==> src/rtl/sram_b_burst_reader.sv <==
// sram_b_burst_reader: read-side burst master for operand SRAM B.
// Reads burst_len bytes from base_addr upward (address wraps mod 2**ADDR_W)
// and streams them on a valid/ready byte interface. A tag pipeline tracks
// reads in flight so that the output FIFO can never overflow.
// Optional feature macro: SRAM_B_RD_CHECKSUM_EN (16-bit running sum of the
// bytes handshaked in the current burst; tied to zero when undefined).
module sram_b_burst_reader #(
    parameter int ADDR_W     = 10,
    parameter int DATA_W     = 8,
    parameter int READ_LAT   = 1,
    parameter int FIFO_DEPTH = 4
) (
    input  logic              rpll_clk,
    input  logic              rst_n,
    input  logic              start,
    input  logic [ADDR_W-1:0] base_addr,
    input  logic [ADDR_W:0]   burst_len,
    output logic              busy,
    output logic              done,
    output logic [ADDR_W-1:0] sram_B_addr,
    output logic              sram_B_we,
    output logic [DATA_W-1:0] sram_B_din,
    input  logic [DATA_W-1:0] sram_B_dout,
    output logic [DATA_W-1:0] m_data,
    output logic              m_valid,
    input  logic              m_ready,
    output logic              m_last,
    output logic [15:0]       checksum
);

    localparam int PTR_W = (FIFO_DEPTH > 1) ? $clog2(FIFO_DEPTH) : 1;
    localparam int CNT_W = $clog2(FIFO_DEPTH + 1);
    localparam int SUM_W = CNT_W + 4;

    typedef enum logic [1:0] {
        IDLE  = 2'd0,
        ISSUE = 2'd1,
        DRAIN = 2'd2,
        DONE  = 2'd3
    } state_t;

    state_t            state_reg;
    logic [ADDR_W:0]   len_reg;
    logic [ADDR_W:0]   issue_left_reg;
    logic [ADDR_W:0]   beat_reg;
    // tag_reg[0] marks a valid address on sram_B_addr; tag_reg[READ_LAT]
    // marks the cycle in which the matching sram_B_dout is valid.
    logic [READ_LAT:0] tag_reg;
    logic [DATA_W-1:0] fifo_mem [FIFO_DEPTH];
    logic [PTR_W-1:0]  wr_ptr_reg;
    logic [PTR_W-1:0]  rd_ptr_reg;
    logic [CNT_W-1:0]  count_reg;
    logic [CNT_W-1:0]  count_next;
    logic [SUM_W-1:0]  inflight;

    logic accept;
    logic issue;
    logic issue_now;
    logic push;
    logic pop;
    logic credit;
    logic drain_done;

    assign sram_B_we  = 1'b0;
    assign sram_B_din = '0;

    assign accept     = (state_reg == IDLE) && start;
    assign push       = tag_reg[READ_LAT];
    assign m_valid    = (count_reg != '0);
    assign pop        = m_valid && m_ready;
    assign count_next = count_reg + CNT_W'(push) - CNT_W'(pop);

    // Count every read that will still need a FIFO slot (all tag stages).
    always_comb begin
        inflight = '0;
        for (int i = 0; i <= READ_LAT; i++) begin
            inflight = inflight + SUM_W'(tag_reg[i]);
        end
    end

    // A slot freed by this cycle's pop may be reused, which keeps one byte
    // per cycle flowing under continuous ready even with READ_LAT=2.
    assign credit = (SUM_W'(count_reg) + inflight + SUM_W'(1))
                    <= (SUM_W'(FIFO_DEPTH) + SUM_W'(pop));

    assign issue      = (state_reg == ISSUE) && credit;
    assign issue_now  = (accept && (burst_len != '0)) || issue;
    assign drain_done = (state_reg == DRAIN) && (count_next == '0)
                        && (tag_reg[READ_LAT-1:0] == '0);

    assign m_data = m_valid ? fifo_mem[rd_ptr_reg] : '0;
    assign m_last = m_valid && (beat_reg == (len_reg - (ADDR_W+1)'(1)));

    // Burst control FSM: address issue, drain wait, one-cycle done pulse.
    always_ff @(posedge rpll_clk or negedge rst_n) begin
        if (!rst_n) begin
            state_reg      <= IDLE;
            busy           <= 1'b0;
            done           <= 1'b0;
            sram_B_addr    <= '0;
            len_reg        <= '0;
            issue_left_reg <= '0;
        end else begin
            case (state_reg)
                IDLE: begin
                    if (start) begin
                        len_reg <= burst_len;
                        busy    <= 1'b1;
                        if (burst_len == '0) begin
                            state_reg <= DONE;
                            done      <= 1'b1;
                        end else begin
                            sram_B_addr    <= base_addr;
                            issue_left_reg <= burst_len - (ADDR_W+1)'(1);
                            state_reg      <= (burst_len == (ADDR_W+1)'(1)) ? DRAIN : ISSUE;
                        end
                    end
                end
                ISSUE: begin
                    if (credit) begin
                        sram_B_addr    <= sram_B_addr + ADDR_W'(1);
                        issue_left_reg <= issue_left_reg - (ADDR_W+1)'(1);
                        if (issue_left_reg == (ADDR_W+1)'(1)) begin
                            state_reg <= DRAIN;
                        end
                    end
                end
                DRAIN: begin
                    if (drain_done) begin
                        state_reg <= DONE;
                        done      <= 1'b1;
                    end
                end
                DONE: begin
                    state_reg <= IDLE;
                    done      <= 1'b0;
                    busy      <= 1'b0;
                end
                default: state_reg <= IDLE;
            endcase
        end
    end

    // Shift the read-valid tag alongside the SRAM read latency.
    always_ff @(posedge rpll_clk or negedge rst_n) begin
        if (!rst_n) begin
            tag_reg <= '0;
        end else begin
            tag_reg <= {tag_reg[READ_LAT-1:0], issue_now};
        end
    end

    // FIFO storage: capture SRAM data when its tag reaches the last stage.
    always_ff @(posedge rpll_clk) begin
        if (push) begin
            fifo_mem[wr_ptr_reg] <= sram_B_dout;
        end
    end

    // FIFO pointers and occupancy; push and pop together leave count unchanged.
    always_ff @(posedge rpll_clk or negedge rst_n) begin
        if (!rst_n) begin
            wr_ptr_reg <= '0;
            rd_ptr_reg <= '0;
            count_reg  <= '0;
        end else begin
            if (push) begin
                wr_ptr_reg <= (wr_ptr_reg == PTR_W'(FIFO_DEPTH - 1)) ? '0 : wr_ptr_reg + PTR_W'(1);
            end
            if (pop) begin
                rd_ptr_reg <= (rd_ptr_reg == PTR_W'(FIFO_DEPTH - 1)) ? '0 : rd_ptr_reg + PTR_W'(1);
            end
            count_reg <= count_next;
        end
    end

    // Beat index of the byte currently at the FIFO head, for m_last.
    always_ff @(posedge rpll_clk or negedge rst_n) begin
        if (!rst_n) begin
            beat_reg <= '0;
        end else if (accept) begin
            beat_reg <= '0;
        end else if (pop) begin
            beat_reg <= beat_reg + (ADDR_W+1)'(1);
        end
    end

`ifdef SRAM_B_RD_CHECKSUM_EN
    logic [15:0] checksum_reg;

    // Wrapping sum of handshaked bytes; cleared on accept, held after done.
    always_ff @(posedge rpll_clk or negedge rst_n) begin
        if (!rst_n) begin
            checksum_reg <= '0;
        end else if (accept) begin
            checksum_reg <= '0;
        end else if (pop) begin
            checksum_reg <= checksum_reg + 16'(m_data);
        end
    end

    assign checksum = checksum_reg;
`else
    assign checksum = 16'h0000;
`endif

endmodule

==> config.mk <==
export PLATFORM = sky130hd
export DESIGN_NAME = sram_b_burst_reader
export DESIGN_NICKNAME = d
export VERILOG_FILES = /design/src/rtl/sram_b_burst_reader.sv
export SDC_FILE = /design/constraint.sdc
export NUM_CORES = 1
export LEC_CHECK = 0
export BUFFER_PORTS_ARGS = -buffer_cell sky130_fd_sc_hd__buf_2
export CAP_MARGIN = 10
export CORE_UTILIZATION = 35
export CTS_CLUSTER_SIZE = 20
export DETAILED_ROUTE_END_ITERATION = 10
export PLACE_DENSITY = 0.59
export SYNTH_ARGS = -nofsm -noshare
export SYNTH_HDL_FRONTEND = slang
export SYNTH_SLANG_ARGS = --single-unit
export TNS_END_PERCENT = 10
==> constraint.sdc <==
create_clock -name rpll_clk -period 3.97 [get_ports rpll_clk]
set_input_delay 0.5955 -clock rpll_clk [delete_from_list [all_inputs] [get_ports rpll_clk]]
set_output_delay 0.5955 -clock rpll_clk [all_outputs]
set_load 0.05 [all_outputs]
==> metrics <==
status finished clean; minimum clock period 3460 ps; Hold Crit Class in2async; CP peak stage delay 510 ps; Pins Over Slew Limit 0; Area Overhead vs Synth 11.9%; CTS Buffer Depth 2; Max VDD drop 517 uV; grt ovf 0; syn_area_per_cell 10.1 um2; hpwl dp 8420 um; Logic pwr share 50.1%; Syn Inst Count 516; overall die width 124 um; Static Leak 0.00245 uW; Core ar. 14,500 um2; Post-synth EDFFs 32; share of cells above drive strength 1 16.1%; final WL 11,800 um; sequential power share 32.8%; die area 15,400 um2; # IOs 80; slew at the pin closest to its max-slew limit 1140 ps; drt drc 0; Root Driver clkbuf_16; # rows 44; PwrDens 848 nW/um2; ys flop type dfrtp_1; Sw Share 48.3%; DR pass1 iterations 5; worst path arrival time 2870 ps; diode count 0; final total power 4960 uW; Yosys warnings 0; Clock transition at path regs 70 ps; final hold vios 0; H-Tree Depth 3; CP startpoint kind flop; Die Height 124 um; Slew headroom 23.8%; routed length per placed instance 15.7 um; Worst Skew 8.04 ps; Setup CP Type reg2out; vias in the first global route 3,874; Total GRT Usage 15.8%; initial antenna violation count 0; fmax 289 MHz; post-CTS resize count 0; CTS tree built; FF+latch count, synth 88; vias per inst 5.28; largest net degree at the start of global routing 32; Worst path top cell family by delay simple AND/OR/NAND/NOR gates; CP cell instances inv_1 -> ha_1 -> or4b_1 -> xor2_1 -> nand4_1 -> a32o_1 -> nor4_1 -> buf_2; PortBufs 54; switching power total 2390 uW; Maximum Capacitance Violations 0; hold_buf cts 0; Internal Pwr Total 2570 uW; Skew-Pair Late Insertion Delay 350 ps; Starting Density 36.0%; sequential fraction of the synthesis area 45.2%; crit path max fanout 7; Setup Buffers After CTS 0; crit path max-delay cell type or4b_1; RSZ-0062 raised after global routing false; WP data required 3370 ps; CP Buf/Inv Count 2; gpl congestion 0.816; total negative slack 0 ps; CTS Sinks 88; first-pass GRT wire length 19,600 um; Unique masters post-synth 78; Largest Register fifo_mem; Clock Power Share 17.1%; synthesized cell area 5230 um2; asr flop ratio synth 63.6%; DR vias 3,949; NumNets Final 614; Final Setup Violations 0; antenna-violating nets left 0; Tcrit/Tclk final 87.3%; Largest register FFs 32; Starting DRT DRC Count 250; CTS Buf Count 9; crit end category output port
## layout make-up
type / count / area [um2]
fill: 1444 / 8680
multi-input combinational: 376 / 2570
sequential: 88 / 2360
timing repair buffer: 56 / 285
tap: 184 / 230
clock buffer: 9 / 225
inverter: 28 / 105
clock inverter: 7 / 72.6
## cells in the final DEF, fill, tap and decap left out, drive strengths merged, types with 17 or more instances in the layout
master,instances
nor2,30
o21ai,29
nand2,64
nand3,20
dfrtp,56
buf,56
and2,17
conb,25
ha,20
edfxtp,32
inv,32
## metrics by stage
| step | worst slack (ps) | area (um2) | std cells | hold WS [ps] | util (%) |
|---|---|---|---|---|---|
| 4_1_cts | 527 | 5850 | 748 | 282 | 40.3 |
| 3_3_place_gp | 848 | 5550 | 732 | 389 | 38.2 |
| 2_1_floorplan | 101 | 5320 | 540 | 300 | - |
| 3_5_place_dp | 784 | 5550 | 732 | 396 | 38.2 |
| 6_report | 506 | 5850 | 748 | 257 | 40.3 |
| 5_1_grt | 348 | 5850 | 748 | 313 | 40.3 |
## path summary, 6_finish.rpt
path / from / endpoint / slack [ps] / cells after the start
setup / recovery: len_reg[0]$_DFFE_PN0P_ / m_last / 510 / 8
hold / removal: rst_n / issue_left_reg[5]$_DFFE_PN0P_ / 260 / 1
setup reg to reg: count_reg[0]$_DFF_PN0_ / sram_B_addr[9]$_DFFE_PN0P_ / 750 / 10
hold reg to reg: tag_reg[0]$_DFF_PN0_ / tag_reg[1]$_DFF_PN0_ / 400 / 0
max in group asynchronous: rst_n / issue_left_reg[10]$_DFFE_PN0P_ / 2880 / 2
min in group rpll_clk: tag_reg[0]$_DFF_PN0_ / tag_reg[1]$_DFF_PN0_ / 400 / 0
## layer usage
metal,global-route usage (%),wire length (um),vias up,part of all wire [%]
met5,0,0,-,0
met4,4.46,147,0,1.2
met3,3.57,507,12,4.3
met2,26.6,5810,98,49
met1,20.2,5300,1927,45
li1,-,-,1912,-
## synth_stat cells (5+ instances only)
library cell	n	area, um2
a21oi_1	11	55.1
a311oi_1	6	52.6
and2_1	16	100
buf_4	26	195
clkbuf_1	17	63.8
dfrtp_1	56	1400
edfxtp_1	32	961
ha_1	20	250
inv_1	27	101
mux4_2	8	180
nand2_1	64	240
nand3_1	20	100
nand4_1	8	50.1
nor2_1	29	109
nor3_1	12	60.1
o21ai_0	17	85.1
o21ai_1	11	55.1
or3_1	6	37.5
or4_1	5	37.5
xnor2_1	15	131
xor2_1	13	114
## power by group through the flow
stage / clock [uW] / combinational (uW) / sequential, uW
after floorplan: 0 / 1880 / 1690
after global placement: 0 / 2440 / 1630
after detailed placement: 0 / 2490 / 1640
after CTS: 870 / 2510 / 1630
after global routing: 910 / 2740 / 1680
final: 848 / 2490 / 1630
## kinds of logic after synthesis
kind of cell | synth area share, %
adders and majority gates | 5.55
and+or+nand+nor | 18.7
other | 0.0717
xor gates and xnor gates | 5.12
AOI/OAI and AO/OA | 13.3
buffers and inverters | 7.41
muxes | 4.64
DFF | 45.2
Note: power is estimated with default switching activity, not from simulation.
